$ cat src/rtl/tensorcore_pkg.sv
// Shared types and constants for the scalar-core to tensorcore command interface.
package tensorcore_pkg;

    localparam int unsigned CMD_QUEUE_DEPTH = 4;
    localparam int unsigned XLEN            = 32;

    localparam logic [6:0] TC_OPCODE = 7'b0001011;

    typedef enum logic [1:0] {
        TC_RESP_OK      = 2'b00,
        TC_RESP_ILLEGAL = 2'b01,
        TC_RESP_FULL    = 2'b10
    } tc_resp_code_e;

    typedef struct packed {
        logic [XLEN-1:0] instruction;
        logic [XLEN-1:0] rs1;
        logic [XLEN-1:0] rs2;
    } accelerator_req_t;

    typedef struct packed {
        tc_resp_code_e resp;
    } accelerator_resp_t;

endpackage

$ cat src/rtl/tensorcore_cmd_fifo.sv
// First-word fall-through circular command queue with occupancy count.
module tensorcore_cmd_fifo #(
    parameter int unsigned DEPTH = 4,
    parameter int unsigned CNT_W = $clog2(DEPTH + 1),
    parameter type         T     = logic [31:0]
) (
    input  logic             clk_i,
    input  logic             rst_i,
    input  logic             push_i,
    input  T                 data_i,
    input  logic             pop_i,
    output T                 data_o,
    output logic             full_o,
    output logic             empty_o,
    output logic [CNT_W-1:0] count_o
);

    localparam int unsigned PTR_W = $clog2(DEPTH);

    T                 mem [DEPTH];
    logic [PTR_W-1:0] wr_ptr_q;
    logic [PTR_W-1:0] rd_ptr_q;
    logic [CNT_W-1:0] count_q;

    assign full_o  = (count_q == CNT_W'(DEPTH));
    assign empty_o = (count_q == '0);
    assign count_o = count_q;

    // Empty reads return zero so the head never shows stale or unknown data.
    always_comb begin
        data_o = '0;
        if (!empty_o) begin
            data_o = mem[rd_ptr_q];
        end
    end

    always_ff @(posedge clk_i) begin
        if (push_i) begin
            mem[wr_ptr_q] <= data_i;
        end
    end

    // Pointers wrap by compare so any DEPTH >= 2 works.
    always_ff @(posedge clk_i) begin
        if (rst_i) begin
            wr_ptr_q <= '0;
            rd_ptr_q <= '0;
            count_q  <= '0;
        end else begin
            if (push_i) begin
                wr_ptr_q <= (wr_ptr_q == PTR_W'(DEPTH - 1)) ? '0 : wr_ptr_q + PTR_W'(1);
            end
            if (pop_i) begin
                rd_ptr_q <= (rd_ptr_q == PTR_W'(DEPTH - 1)) ? '0 : rd_ptr_q + PTR_W'(1);
            end
            if (push_i && !pop_i) begin
                count_q <= count_q + CNT_W'(1);
            end else if (pop_i && !push_i) begin
                count_q <= count_q - CNT_W'(1);
            end
        end
    end

endmodule

$ cat src/rtl/tensorcore_cmd_frontend.sv
// Accepts core requests, classifies them, queues legal commands and returns one response per accept.
module tensorcore_cmd_frontend
    import tensorcore_pkg::*;
#(
    parameter int unsigned DEPTH = tensorcore_pkg::CMD_QUEUE_DEPTH,
    parameter int unsigned CNT_W = $clog2(DEPTH + 1)
) (
    input  logic              clk_i,
    input  logic              rst_i,
    input  logic              req_valid_i,
    output logic              req_ready_o,
    input  accelerator_req_t  req_i,
    output logic              resp_valid_o,
    input  logic              resp_ready_i,
    output accelerator_resp_t resp_o,
    output logic              cmd_valid_o,
    input  logic              cmd_ready_i,
    output accelerator_req_t  cmd_o,
    output logic [CNT_W-1:0]  count_o,
    output logic              idle_o
);

    typedef enum logic [0:0] {
        RSP_IDLE = 1'b0,
        RSP_PEND = 1'b1
    } rsp_state_e;

    rsp_state_e        state_q;
    logic              resp_valid_q;
    accelerator_resp_t resp_q;

    logic          accept;
    logic          legal;
    logic          pop;
    logic          push;
    logic          space;
    logic          full;
    logic          empty;
    tc_resp_code_e code_c;

    assign req_ready_o = !resp_valid_q || resp_ready_i;
    assign accept      = req_valid_i && req_ready_o;
    assign legal       = (req_i.instruction[6:0] == TC_OPCODE);
    assign pop         = cmd_valid_o && cmd_ready_i;
    // A full queue still has room when its head leaves on the same edge.
    assign space       = !full || pop;
    assign push        = accept && legal && space;

    always_comb begin
        code_c = TC_RESP_OK;
        if (!legal) begin
            code_c = TC_RESP_ILLEGAL;
        end else if (!space) begin
            code_c = TC_RESP_FULL;
        end
    end

    tensorcore_cmd_fifo #(
        .DEPTH (DEPTH),
        .CNT_W (CNT_W),
        .T     (accelerator_req_t)
    ) u_fifo (
        .clk_i   (clk_i),
        .rst_i   (rst_i),
        .push_i  (push),
        .data_i  (req_i),
        .pop_i   (pop),
        .data_o  (cmd_o),
        .full_o  (full),
        .empty_o (empty),
        .count_o (count_o)
    );

    assign cmd_valid_o  = !empty;
    assign resp_valid_o = resp_valid_q;
    assign resp_o       = resp_q;
    assign idle_o       = empty && !resp_valid_q;

    // Single response slot; a new accept while draining reloads the code with no bubble.
    always_ff @(posedge clk_i) begin
        if (rst_i) begin
            state_q      <= RSP_IDLE;
            resp_valid_q <= 1'b0;
            resp_q       <= '0;
        end else begin
            case (state_q)
                RSP_IDLE: begin
                    if (accept) begin
                        state_q      <= RSP_PEND;
                        resp_valid_q <= 1'b1;
                        resp_q.resp  <= code_c;
                    end
                end
                RSP_PEND: begin
                    if (resp_ready_i) begin
                        if (accept) begin
                            resp_q.resp <= code_c;
                        end else begin
                            state_q      <= RSP_IDLE;
                            resp_valid_q <= 1'b0;
                        end
                    end
                end
                default: begin
                    state_q      <= RSP_IDLE;
                    resp_valid_q <= 1'b0;
                end
            endcase
        end
    end

endmodule

$ cat config.mk
export PLATFORM = sky130hd
export DESIGN_NAME = tensorcore_cmd_frontend
export DESIGN_NICKNAME = d
export VERILOG_FILES = /design/src/rtl/tensorcore_pkg.sv /design/src/rtl/tensorcore_cmd_fifo.sv /design/src/rtl/tensorcore_cmd_frontend.sv
export SDC_FILE = /design/constraint.sdc
export NUM_CORES = 1
export LEC_CHECK = 0
export CAP_MARGIN = 15
export CORE_MARGIN = 2
export CORE_UTILIZATION = 40
export DETAILED_ROUTE_END_ITERATION = 7
export SLEW_MARGIN = 15
export SYNTH_ARGS = -nofsm -noshare
export SYNTH_HDL_FRONTEND = slang
export SYNTH_SLANG_ARGS = --single-unit
$ cat constraint.sdc
create_clock -name clk_i -period 4.1 [get_ports clk_i]
set_input_delay 0.41 -clock clk_i [delete_from_list [all_inputs] [get_ports clk_i]]
set_output_delay 0.41 -clock clk_i [all_outputs]
set_load 0.05 [all_outputs]
== Yosys cells after proc, flatten, opt, wreduce, memory -nomap -nowiden ==
Memory sizes are Yosys's and may differ from the RTL's. A register that Yosys moved wholly into a read port is not among the register bits.
Index checks and enable logic that the tools add are counted.

* Add/subtract/negate cells: 4
* Equality and inequality tests: 7
* Mux-type cells: 21
* Bitwise operators: 1
* Reductions and logical operators: 17

{| class="wikitable"
|+ Operators by type and width
! cell !! number
|-
| $mux W96 || 1
|-
| $mux W2 || 8
|-
| $eq A7 B4 Y1 const B || 1
|-
| $logic_and A1 B1 Y1 || 7
|-
| $mux W1 || 7
|-
| $mux W3 || 2
|-
| $ne A2 B2 Y1 const B || 3
|-
| $logic_not A1 Y1 || 5
|-
| $add A2 B1 Y2 const B || 2
|-
| $eq A2 B2 Y1 const B || 2
|-
| $pmux W1 S2 || 2
|-
| $pmux W2 S2 || 1
|-
| $add A3 B1 Y3 const B || 1
|-
| $eq A3 B3 Y1 const B || 1
|-
| $logic_not A3 Y1 || 1
|-
| $reduce_and A3 Y1 || 1
|-
| $sub A3 B1 Y3 const B || 1
|-
| $logic_or A1 B1 Y1 || 2
|-
| $reduce_bool A2 Y1 || 1
|-
| $not A1 Y1 || 1
|}

* Register bits: 11
* RAM bits: 384
* Input port bits: 101
* Output and inout port bits: 105
* Word-level logic and storage cells: 57
* Memories: 1

{| class="wikitable"
|+ Memories
! name !! words !! width !! rd ports !! clocked after memory_dff !! write ports !! line !! RTL
|-
| u_fifo.mem || 4 || 96 || 1 || 1 || 1 || tensorcore_cmd_fifo.sv:20 || <nowiki>T mem [DEPTH];</nowiki>
|}

== Longest topological paths before layout ==
Gate-level depths: netlist of the first run.

* Depth in word-level cells: 9
* Mapped depth: 9
* Depth with buffers taken out: 9

== By module ==
Synthesis of the first run repeated with hierarchy kept, for this count alone.

* Cell total of the unflattened synthesis: 679
* Area total of the unflattened synthesis: 15,179.6 um^2

{| class="wikitable"
|+ By module, submodules not included
! module !! instances !! cells an instance !! area each (um^2) !! seq. area each (um^2)
|-
| tensorcore_cmd_fifo || 1 || 652 || 14,943.1 || 11,711.2
|-
| tensorcore_cmd_frontend || 1 || 27 || 236.5 || 80.1
|}

== Worst setup path after synthesis of the first run ==
OpenSTA, ideal clock, no wires.

* Kind: register to register
* Start: register resp_valid_q, in the netlist resp_valid_o
* End: memory u_fifo.mem[3][0] in the netlist's numbering (enable)
* Library setup time: 466 ps
* Arrival: 3,710 ps
* Required time: 3,634 ps
* Slack: -75 ps
* Cell stages (with the launch flop): 5
* Path buffers: 0
* Period minus slack after synthesis: 4,175 ps
* Cells stage by stage: dfxtp_1 -> nand2b_1 -> nand2_1 -> nor3_2 -> and2_1

* Word-level cells in the longest chain between the ends: 7

{| class="wikitable"
|+ Ends and longest elaborated chain
! element !! line !! RTL
|-
| start, declared || tensorcore_cmd_frontend.sv:29 || <nowiki>logic resp_valid_q;</nowiki>
|-
| start signal, assigned || tensorcore_cmd_frontend.sv:83 || <nowiki>resp_valid_q <= 1'b0;</nowiki>
|-
| start signal, assigned || tensorcore_cmd_frontend.sv:90 || <nowiki>resp_valid_q <= 1'b1;</nowiki>
|-
| start signal, assigned || tensorcore_cmd_frontend.sv:100 || <nowiki>resp_valid_q <= 1'b0;</nowiki>
|-
| $logic_not A1 Y1 || tensorcore_cmd_frontend.sv:41 || <nowiki>assign req_ready_o = !resp_valid_q || resp_ready_i;</nowiki>
|-
| $logic_or A1 B1 Y1 || tensorcore_cmd_frontend.sv:41 ||
|-
| via req_ready_o || tensorcore_cmd_frontend.sv:11 || <nowiki>output logic req_ready_o,</nowiki>
|-
| $logic_and A1 B1 Y1 || tensorcore_cmd_frontend.sv:42 || <nowiki>assign accept = req_valid_i && req_ready_o;</nowiki>
|-
| $logic_and A1 B1 Y1 (2 in a row) || tensorcore_cmd_frontend.sv:47 || <nowiki>assign push = accept && legal && space;</nowiki>
|-
| via push || tensorcore_cmd_frontend.sv:35 || <nowiki>logic push;</nowiki>
|-
| $mux W1 || tensorcore_cmd_fifo.sv:38 || <nowiki>if (push_i) begin</nowiki>
|-
| $mux W1 (implied by the code) || tensorcore_cmd_fifo.sv:39 || <nowiki>mem[wr_ptr_q] <= data_i;</nowiki>
|-
| end, declared || tensorcore_cmd_fifo.sv:20 ||
|}

The timed path passes the listed nets, and every way through them passes these cells.

==> impl_metrics.toml, run 1 <==
[placement]
gp_congestion = 0.6875
io_buffers = 205
dpl_cell_area_um2 = 17890
place_hpwl_mm = 17.07

[critical_path]
r2r-end = "u_fifo.count_o[2]"
cp_data_arrival_time_ps = 3000
cpLargestDelayFamily = "buffers and inverters"
worstPathMaxFanout = 42
critPathLaunchType = "flop"
cp.required_ps = 3690
worstPathCellList = "buf_12, mux4_2, and2_1, clkdlybuf4s50_1"
reg2reg_setup_slack_ps = 1450
crit_type = "reg -> out"
critPathBufInv = 2
cp-end-kind = "output pin"
worstRegToRegCells = 8
reg2reg_from = "u_fifo.count_o[0]"
endpoint = "cmd_o[0]"
cpPeakStageDelay_ps = 720
path_depth = 4
crit_slowest_cell = "clkdlybuf4s50_1"

[die]
io_pins = 206
placementRows = 71
fp.dieArea_um2 = 39390
start_util = 0.4035
die_x_um = 198.5
die_h_um = 198.5
core_um2 = 37490

[synth]
yosys_warnings = 0
netlist_area_um2 = 15130
syn_nets = 788
synth_top_area_frac = 0.7622
ys_ff_latch = 397
yosys-top-cells-area = "edfxtp_1, mux4_2, and2_1, dfxtp_1, ha_1"
ys.flop_type = "edfxtp_1"
avgSynthCellArea_um2 = 22.25
synth.yosys.seq_area_share = 0.7794
yosysUniqueCellTypes = 29
ys_async_sr_fraction = 0
syn_inst = 680
synth_area_leader_cell = "edfxtp_1"
synth_most_common_cell = "edfxtp_1"
synth-edff-count = 384
synth_common_cells = "edfxtp_1, and2_1, mux4_2"

[power]
peakVddDrop_mv = 0.4477
power_density_nw_per_um2 = 723.9
p_leak_uw = 0.005996

[sta]
hold_viol_final = 0
setup_tns_ps = 0
fin_skew_ps = 15.71
setup_viol = 0
slew_violations = 0
whs_ps = 478.0
max_freq_mhz = 293.4
rsz0062_at_grt = "false"
period_share = 0.8314
layout_min_cycle_time_ps = 3409
max_slew.worst_pin.slew_ps = 691.4
slew_headroom = 0.5326

[cts]
clk-insertion-delay-late_ps = 550
cts_root_buffer = "clkbuf_16"
tritoncts = "built"
post_cts_resized = 0
clockBufferDepth = 3
numCtsBuffers = 43
cts.clk_slew.worst_paths_ps = 60
clock_sinks = 397
postCtsSetupBuffers = 0
hold_buffers = 0
htreeDepth = 2

[route]
vias_per_cell = 4.954
wl_per_cell_um = 20.38
route.vias.total = 7188
drcViolationCount = 0
drtIter0Drc = 335
drtAntennaViolNets = 0
dr.pass1.iters = 4
wl_mm = 29.58

[grt]
use_met2 = 0.2491
track_usage = 0.1539
antenna_found_initial = 0
grt_use_met1 = 0.2052
met3_usage = 0.04103
grt-ovfl-total = 0
grt_pass1_vias = 7654
grt_start_max_net_pins = 76
top_usage_layer = "met2"
grt_pass1_wl_mm = 45.21

[cells_and_area]
drive_above_1_share = 0.1883
nNetsFinal = 1017
area_delta_synth_final_pct = 27.14
n_antenna_cell = 0
final_area_um2 = 19230

[min_path]
worstHoldPathType = "reg -> reg"

[status]
status = "finished, final reports clean"

[run]
drv_cap = 0
-- per-layer routing --
layer / wire length [um] / share of wire
met2: 14510 / 0.49
met5: 0 / 0
met4: 521 / 0.018
met3: 1875 / 0.063
met1: 12670 / 0.43
-- sequential cells by signal, indices dropped and copies added (netlist names), named ones only --
name	cells
u_fifo.mem	384
u_fifo.count_o	3
resp_o	2
u_fifo.rd_ptr_q	2
u_fifo.wr_ptr_q	2
resp_valid_o	1
state_q	1
-- report_power, final --
group          total [uW]  internal [uW]  switching [uW]
logic                5700           2070            3630
registers            4550           4480            74.8
clock network        3670           2170            1490
-- cell type report --
type                            instances  area (um2)
Fill cell                            3041       18260
Tap cell                              511       639.4
Multi-Input combinational cell        246        3157
Clock inverter                         26       237.7
Inverter                                3       11.26
Timing Repair Buffer                  218        2287
Clock buffer                           50        1102
Sequential cell                       397       11800
-- layout by cell type (no fill, tap or decap), types with 3 or more instances in the layout --
cell type and count:
clkbuf_1 7, and2_1 96, bufinv_16 4, mux4_2 96, buf_12 11, or3_1 3
clkinv_1 10, a21oi_1 6, clkinv_2 6, ha_1 6, nor2_1 5, nand2_1 7
nand2b_1 3, edfxtp_1 384, clkbuf_16 43, inv_1 3, inv_6 3, clkdlybuf4s50_1 205
dfxtp_1 11, and2_4 4
-- stage by stage --
step           std cells  total power, uW  utilization  setup slack [ps]
2_1_floorplan        680             8527            -             974.1
3_3_place_gp        1375            10440       0.4773             793.7
3_5_place_dp        1375            10440       0.4773             737.2
4_1_cts             1451            14160       0.5131             560.1
5_1_grt             1451            14510       0.5131             508.8
6_report            1451            13920       0.5131             691.4
-- cell families after synthesis --
logic type,Yosys count,synth area share
AND/OR/NAND/NOR,129,0.05268
XOR/XNOR,2,0.001158
adder cells (fa/ha/maj),7,0.006286
AO/OA/AOI/OAI,11,0.004218
buffers and inverters,37,0.01265
multiplexers,97,0.1436
flip-flops,397,0.7794
-- worst min-delay path: cells and delay by family (launching register included) --
kind | cells | cell delay (ps)
compound gates | 1 | 50
flops | 1 | 320
simple gates | 1 | 60
-- how the worst min path moves through the flow --
stage                             startpoint           endpoint  slack [ps]  depth (start not counted)
after floorplan           u_fifo.rd_ptr_q[1]               flop         450                          2
final                              resp_o[1]          resp_o[1]         480                          2
after detailed placement           resp_o[1]          resp_o[1]         470                          2
after CTS                          req_i[13]  u_fifo.mem[2][13]         460                          1
after global routing               req_i[94]  u_fifo.mem[3][94]         480                          1
after global placement    u_fifo.rd_ptr_q[1]               flop         460                          2
No activity file was read; power rests on OpenSTA's default activity.
==> inputs of run 2 (changes only) <==
Clock period 4.1 ns to 3.3 ns, I/O delays scaled along.
==> impl_metrics.toml, run 2 (same netlist as run 1, synthesis figures left out) <==
[die]
placementRows = 71
io_pins = 206
fp.dieArea_um2 = 39390
core_um2 = 37490
die_h_um = 198.5
die_x_um = 198.5
start_util = 0.4035

[sta]
period_share = 0.9474
layout_min_cycle_time_ps = 3126
rsz0062_at_grt = "false"
fin_skew_ps = 11.06
setup_ws_ps = 173.7
slew_violations = 0
max_freq_mhz = 319.9
setup_tns_ps = 0
max_slew.worst_pin.slew_ps = 576.1
hold_viol_final = 0
setup_viol = 0
slew_headroom = 0.6153

[status]
status = "finished, final reports clean"

[cts]
htreeDepth = 2
cts_root_buffer = "clkbuf_16"
clockBufferDepth = 3
clock_sinks = 397
hold_buffers = 0
postCtsSetupBuffers = 0
post_cts_resized = 0
cts.clk_slew.worst_paths_ps = 60
clk-insertion-delay-late_ps = 530
tritoncts = "built"
numCtsBuffers = 41

[route]
drcViolationCount = 0
wl_mm = 29.78
drtIter0Drc = 424
route.vias.total = 7289
dr.pass1.iters = 4
wl_per_cell_um = 20.44
drtAntennaViolNets = 0
vias_per_cell = 5.003

[placement]
place_hpwl_mm = 17.26
gp_congestion = 0.6804
pre_cts_ws_ps = 277.6
io_buffers = 205

[min_path]
worstHoldPathType = "in -> reg"

[critical_path]
cp_data_arrival_time_ps = 2800
reg2reg_setup_slack_ps = 690
cpPeakStageDelay_ps = 710
cpLargestDelayFamily = "buffers and inverters"
critPathBufInv = 2
crit_type = "reg -> out"
cp-end-kind = "output pin"
worstPathMaxFanout = 46
critPathLaunchType = "flop"
cp.required_ps = 2970
crit_slowest_cell = "clkdlybuf4s50_1"
worstPathCellList = "or3_2, buf_12, and2_1, clkdlybuf4s50_1"

[cells_and_area]
nNetsFinal = 1022
top_register = "u_fifo.mem"
layout_common_cells = "edfxtp_1, clkdlybuf4s50_1, mux4_2, and2_1, clkbuf_16"
area_delta_synth_final_pct = 27.75
largest_reg_flops = 384
n_antenna_cell = 0
mostFrequentLayoutCell = "edfxtp_1"
drive_above_1_share = 0.1903

[power]
power_density_nw_per_um2 = 900.2
p_leak_uw = 0.006062
peakVddDrop_mv = 0.5735

[grt]
antenna_found_initial = 0
grt_pass1_wl_mm = 45.17
grt_pass1_vias = 7593
track_usage = 0.1525
grt-ovfl-total = 0
grt_start_max_net_pins = 55

[run]
drv_cap = 0
==> run 2: cell count changes in the layout (fill, tap and decap cells not counted), sizes merged <==
| cell | previous run | this run |
|---|---|---|
| clkdlybuf4s50 | 205 | 204 |
| clkinv | 17 | 12 |
| buf | 13 | 20 |
| clkbuf | 50 | 58 |
| dlymetal6s2s | 0 | 1 |
| clkinvlp | 2 | 0 |
| inv | 6 | 4 |
==> run 2: report_power, final <==
part	switching (uW)	leakage, uW	total (uW)	internal [uW]
sequential	62.0	0.00356	5630	5560
clock	1800	0.000651	4550	2740
combinational	4590	0.00185	7230	2640
total	6450	0.00606	17400	10900
==> run 2: through the flow <==
step                instance area [um2]  power [uW]  hold WS [ps]  std cells    util
floorplan                         15130       10590         428.9        680       -
global placement                  17980       13070         460.4       1382  0.4797
detailed placement                17980       13060         465.5       1382  0.4797
CTS                               19320       17660         396.7       1457  0.5153
global route                      19330       18110         413.2       1457  0.5155
finish                            19330       17400         432.1       1457  0.5155
==> run 2: worst paths after layout <==
kind,startpoint,to,depth (start not counted)
min,req_i[17],u_fifo.mem[1][17],1
max,u_fifo.count_o[0],cmd_o[91],4
min reg2reg,u_fifo.rd_ptr_q[1],flop,2
max reg2reg,u_fifo.count_o[0],u_fifo.count_o[2],8
==> run 2: layout make-up <==
type | instances | area [um2]
clock buffer | 58 | 1152
timing repair buffer | 225 | 2387
tap | 511 | 639.4
sequential | 397 | 11800
inverter | 3 | 11.26
clock inverter | 17 | 180.2
multi-input combinational | 246 | 3157
fill | 3063 | 18160
==> run 2: routing by layer <==
metal  global-route usage  vias to the layer above  part of all wire
li1                     -                     3239                 -
met5                    0                        -                 0
met3              0.03798                       42             0.059
met1               0.2084                     3830              0.44
met2               0.2455                      178              0.48
met4              0.04201                        0             0.016
==> inputs of run 3 (changes only) <==
Settings changed: DONT_BUFFER_PORTS from default to 1.
Clock period 3.3 ns to 3 ns, I/O delays scaled along.
==> impl_metrics.toml, run 3 (same netlist as run 1, synthesis figures left out) <==
[die]
die_x_um = 198.5
io_pins = 206
start_util = 0.4035
core_um2 = 37490
placementRows = 71
fp.dieArea_um2 = 39390
die_h_um = 198.5

[critical_path]
critPathLaunchType = "flop"
worstPathCellList = "buf_12, mux4_2, and2_1"
reg2reg_from = "u_fifo.count_o[0]"
cp-end-kind = "output pin"
cpLargestDelayFamily = "multiplexers"
path_depth = 3
r2r-end = "u_fifo.count_o[2]"
critPathBufInv = 1
reg2reg_setup_slack_ps = 490
cp.required_ps = 2700
crit_slowest_cell = "mux4_2"
worstPathMaxFanout = 32
cpPeakStageDelay_ps = 590
crit_type = "reg -> out"
worstRegToRegCells = 9
cp_data_arrival_time_ps = 2360

[sta]
setup_ws_ps = 340.0
period_share = 0.8867
max_slew.worst_pin.slew_ps = 641.1
hold_viol_final = 0
setup_tns_ps = 0
setup_viol = 0
fin_skew_ps = 22.50
slew_headroom = 0.5726
max_freq_mhz = 375.9
slew_violations = 0
whs_ps = 68.67
layout_min_cycle_time_ps = 2660
rsz0062_at_grt = "false"

[route]
wl_mm = 29.53
drcViolationCount = 0
route.vias.total = 6969
drtAntennaViolNets = 0
vias_per_cell = 5.113
drtIter0Drc = 356
wl_per_cell_um = 21.66
dr.pass1.iters = 4

[min_path]
hold_end = "resp_valid_o"
worstHoldPathType = "in -> reg"
hold_depth = 3
min_from = "req_valid_i"

[cells_and_area]
multi_input_area_um2 = 3161
final_core_util = 0.4882
drive_above_1_share = 0.2268
nNetsFinal = 927
n_fill_cell = 3075
layout_common_cells = "edfxtp_1, dlygate4sd3_1, mux4_2, and2_1, clkbuf_16"
top_register = "u_fifo.mem"
mostFrequentLayoutCell = "edfxtp_1"
regArea_um2 = 11800
largest_reg_flops = 384
area_delta_synth_final_pct = 20.97

[power]
p_leak_uw = 0.005732
peakVddDrop_mv = 0.8503
power_density_nw_per_um2 = 943.7

[cts]
cts_root_buffer = "clkbuf_16"
numCtsBuffers = 41
htreeDepth = 2
post_cts_resized = 0
clockBufferDepth = 3
hold_buffers = 102
clk-insertion-delay-late_ps = 550
postCtsSetupBuffers = 0
cts.clk_slew.worst_paths_ps = 60
tritoncts = "built"
clock_sinks = 397

[placement]
gp_congestion = 0.7727
io_buffers = 0
pre_cts_ws_ps = 231.3
place_hpwl_mm = 17.53

[grt]
grt_pass1_wl_mm = 44.14
grt-ovfl-total = 0
grt_start_max_net_pins = 100
antenna_found_initial = 1
track_usage = 0.1509
grt_pass1_vias = 7502

[status]
status = "finished, final reports clean"

[run]
drv_cap = 0
[run 3: cell count changes in the layout (fill, tap and decap cells not counted), moves of 2 or more]
cell             change
clkinvlp_4           +3
clkbuf_8             -2
clkinv_1             +5
clkinv_2             +4
clkdlybuf4s50_1    -204
clkbuf_1            -10
buf_4               +10
dlygate4sd3_1      +102
[run 3: how the worst max path moves through the flow]
stage | start | end | slack, ps
final | flop | cmd_o[92] | 340
after global routing | flop | cmd_o[3] | 210
after CTS | flop | cmd_o[47] | 240
after detailed placement | req_i[69] | u_fifo.count_o[2] | 230
after global placement | req_i[69] | u_fifo.count_o[2] | 320
after floorplan | resp_valid_o | u_fifo.mem[0][0] | -130
[run 3: layer usage]
| metal | global-route usage | wire [um] | share of wire | up-vias |
|---|---|---|---|---|
| li1 | - | - | - | 3045 |
| met3 | 0.03493 | 1630 | 0.055 | 48 |
| met1 | 0.1982 | 12550 | 0.43 | 3681 |
| met2 | 0.2476 | 14680 | 0.50 | 195 |
| met5 | 0 | 0 | 0 | - |
| met4 | 0.05473 | 660 | 0.022 | 0 |
[run 3: area by class of cell]
cell class / count / share of cell area
flip-flops and latches: 397 / 0.6447
multi-input cells: 246 / 0.1727
repair buffers: 130 / 0.07548
clock buffers: 46 / 0.05941
well taps: 511 / 0.03494
clock inverters: 29 / 0.01203
inverters: 3 / 0.0006153
diodes: 1 / 0.0001367
[run 3: worst min-delay path: stages]
cell and delay (ps):
nor2b_1 120, o22ai_1 90, nor2_1 80
[run 3: stage by stage]
stage                     instance area, um2  instances  total power (uW)
after detailed placement               15970       1185             12460
final                                  18300       1363             17270
after global routing                   18300       1363             17950
after global placement                 15970       1185             12390
after floorplan                        15130        680             11650
after CTS                              18300       1362             17550
[run 3: report_power, final]
part           internal [uW]  total (uW)  leakage (uW)  switching [uW]
Sequential              6120        6220       0.00356            99.8
Clock                   2860        4880      0.000639            2020
Combinational           1460        6170       0.00153            4710
Total                  10400       17300       0.00573            6830
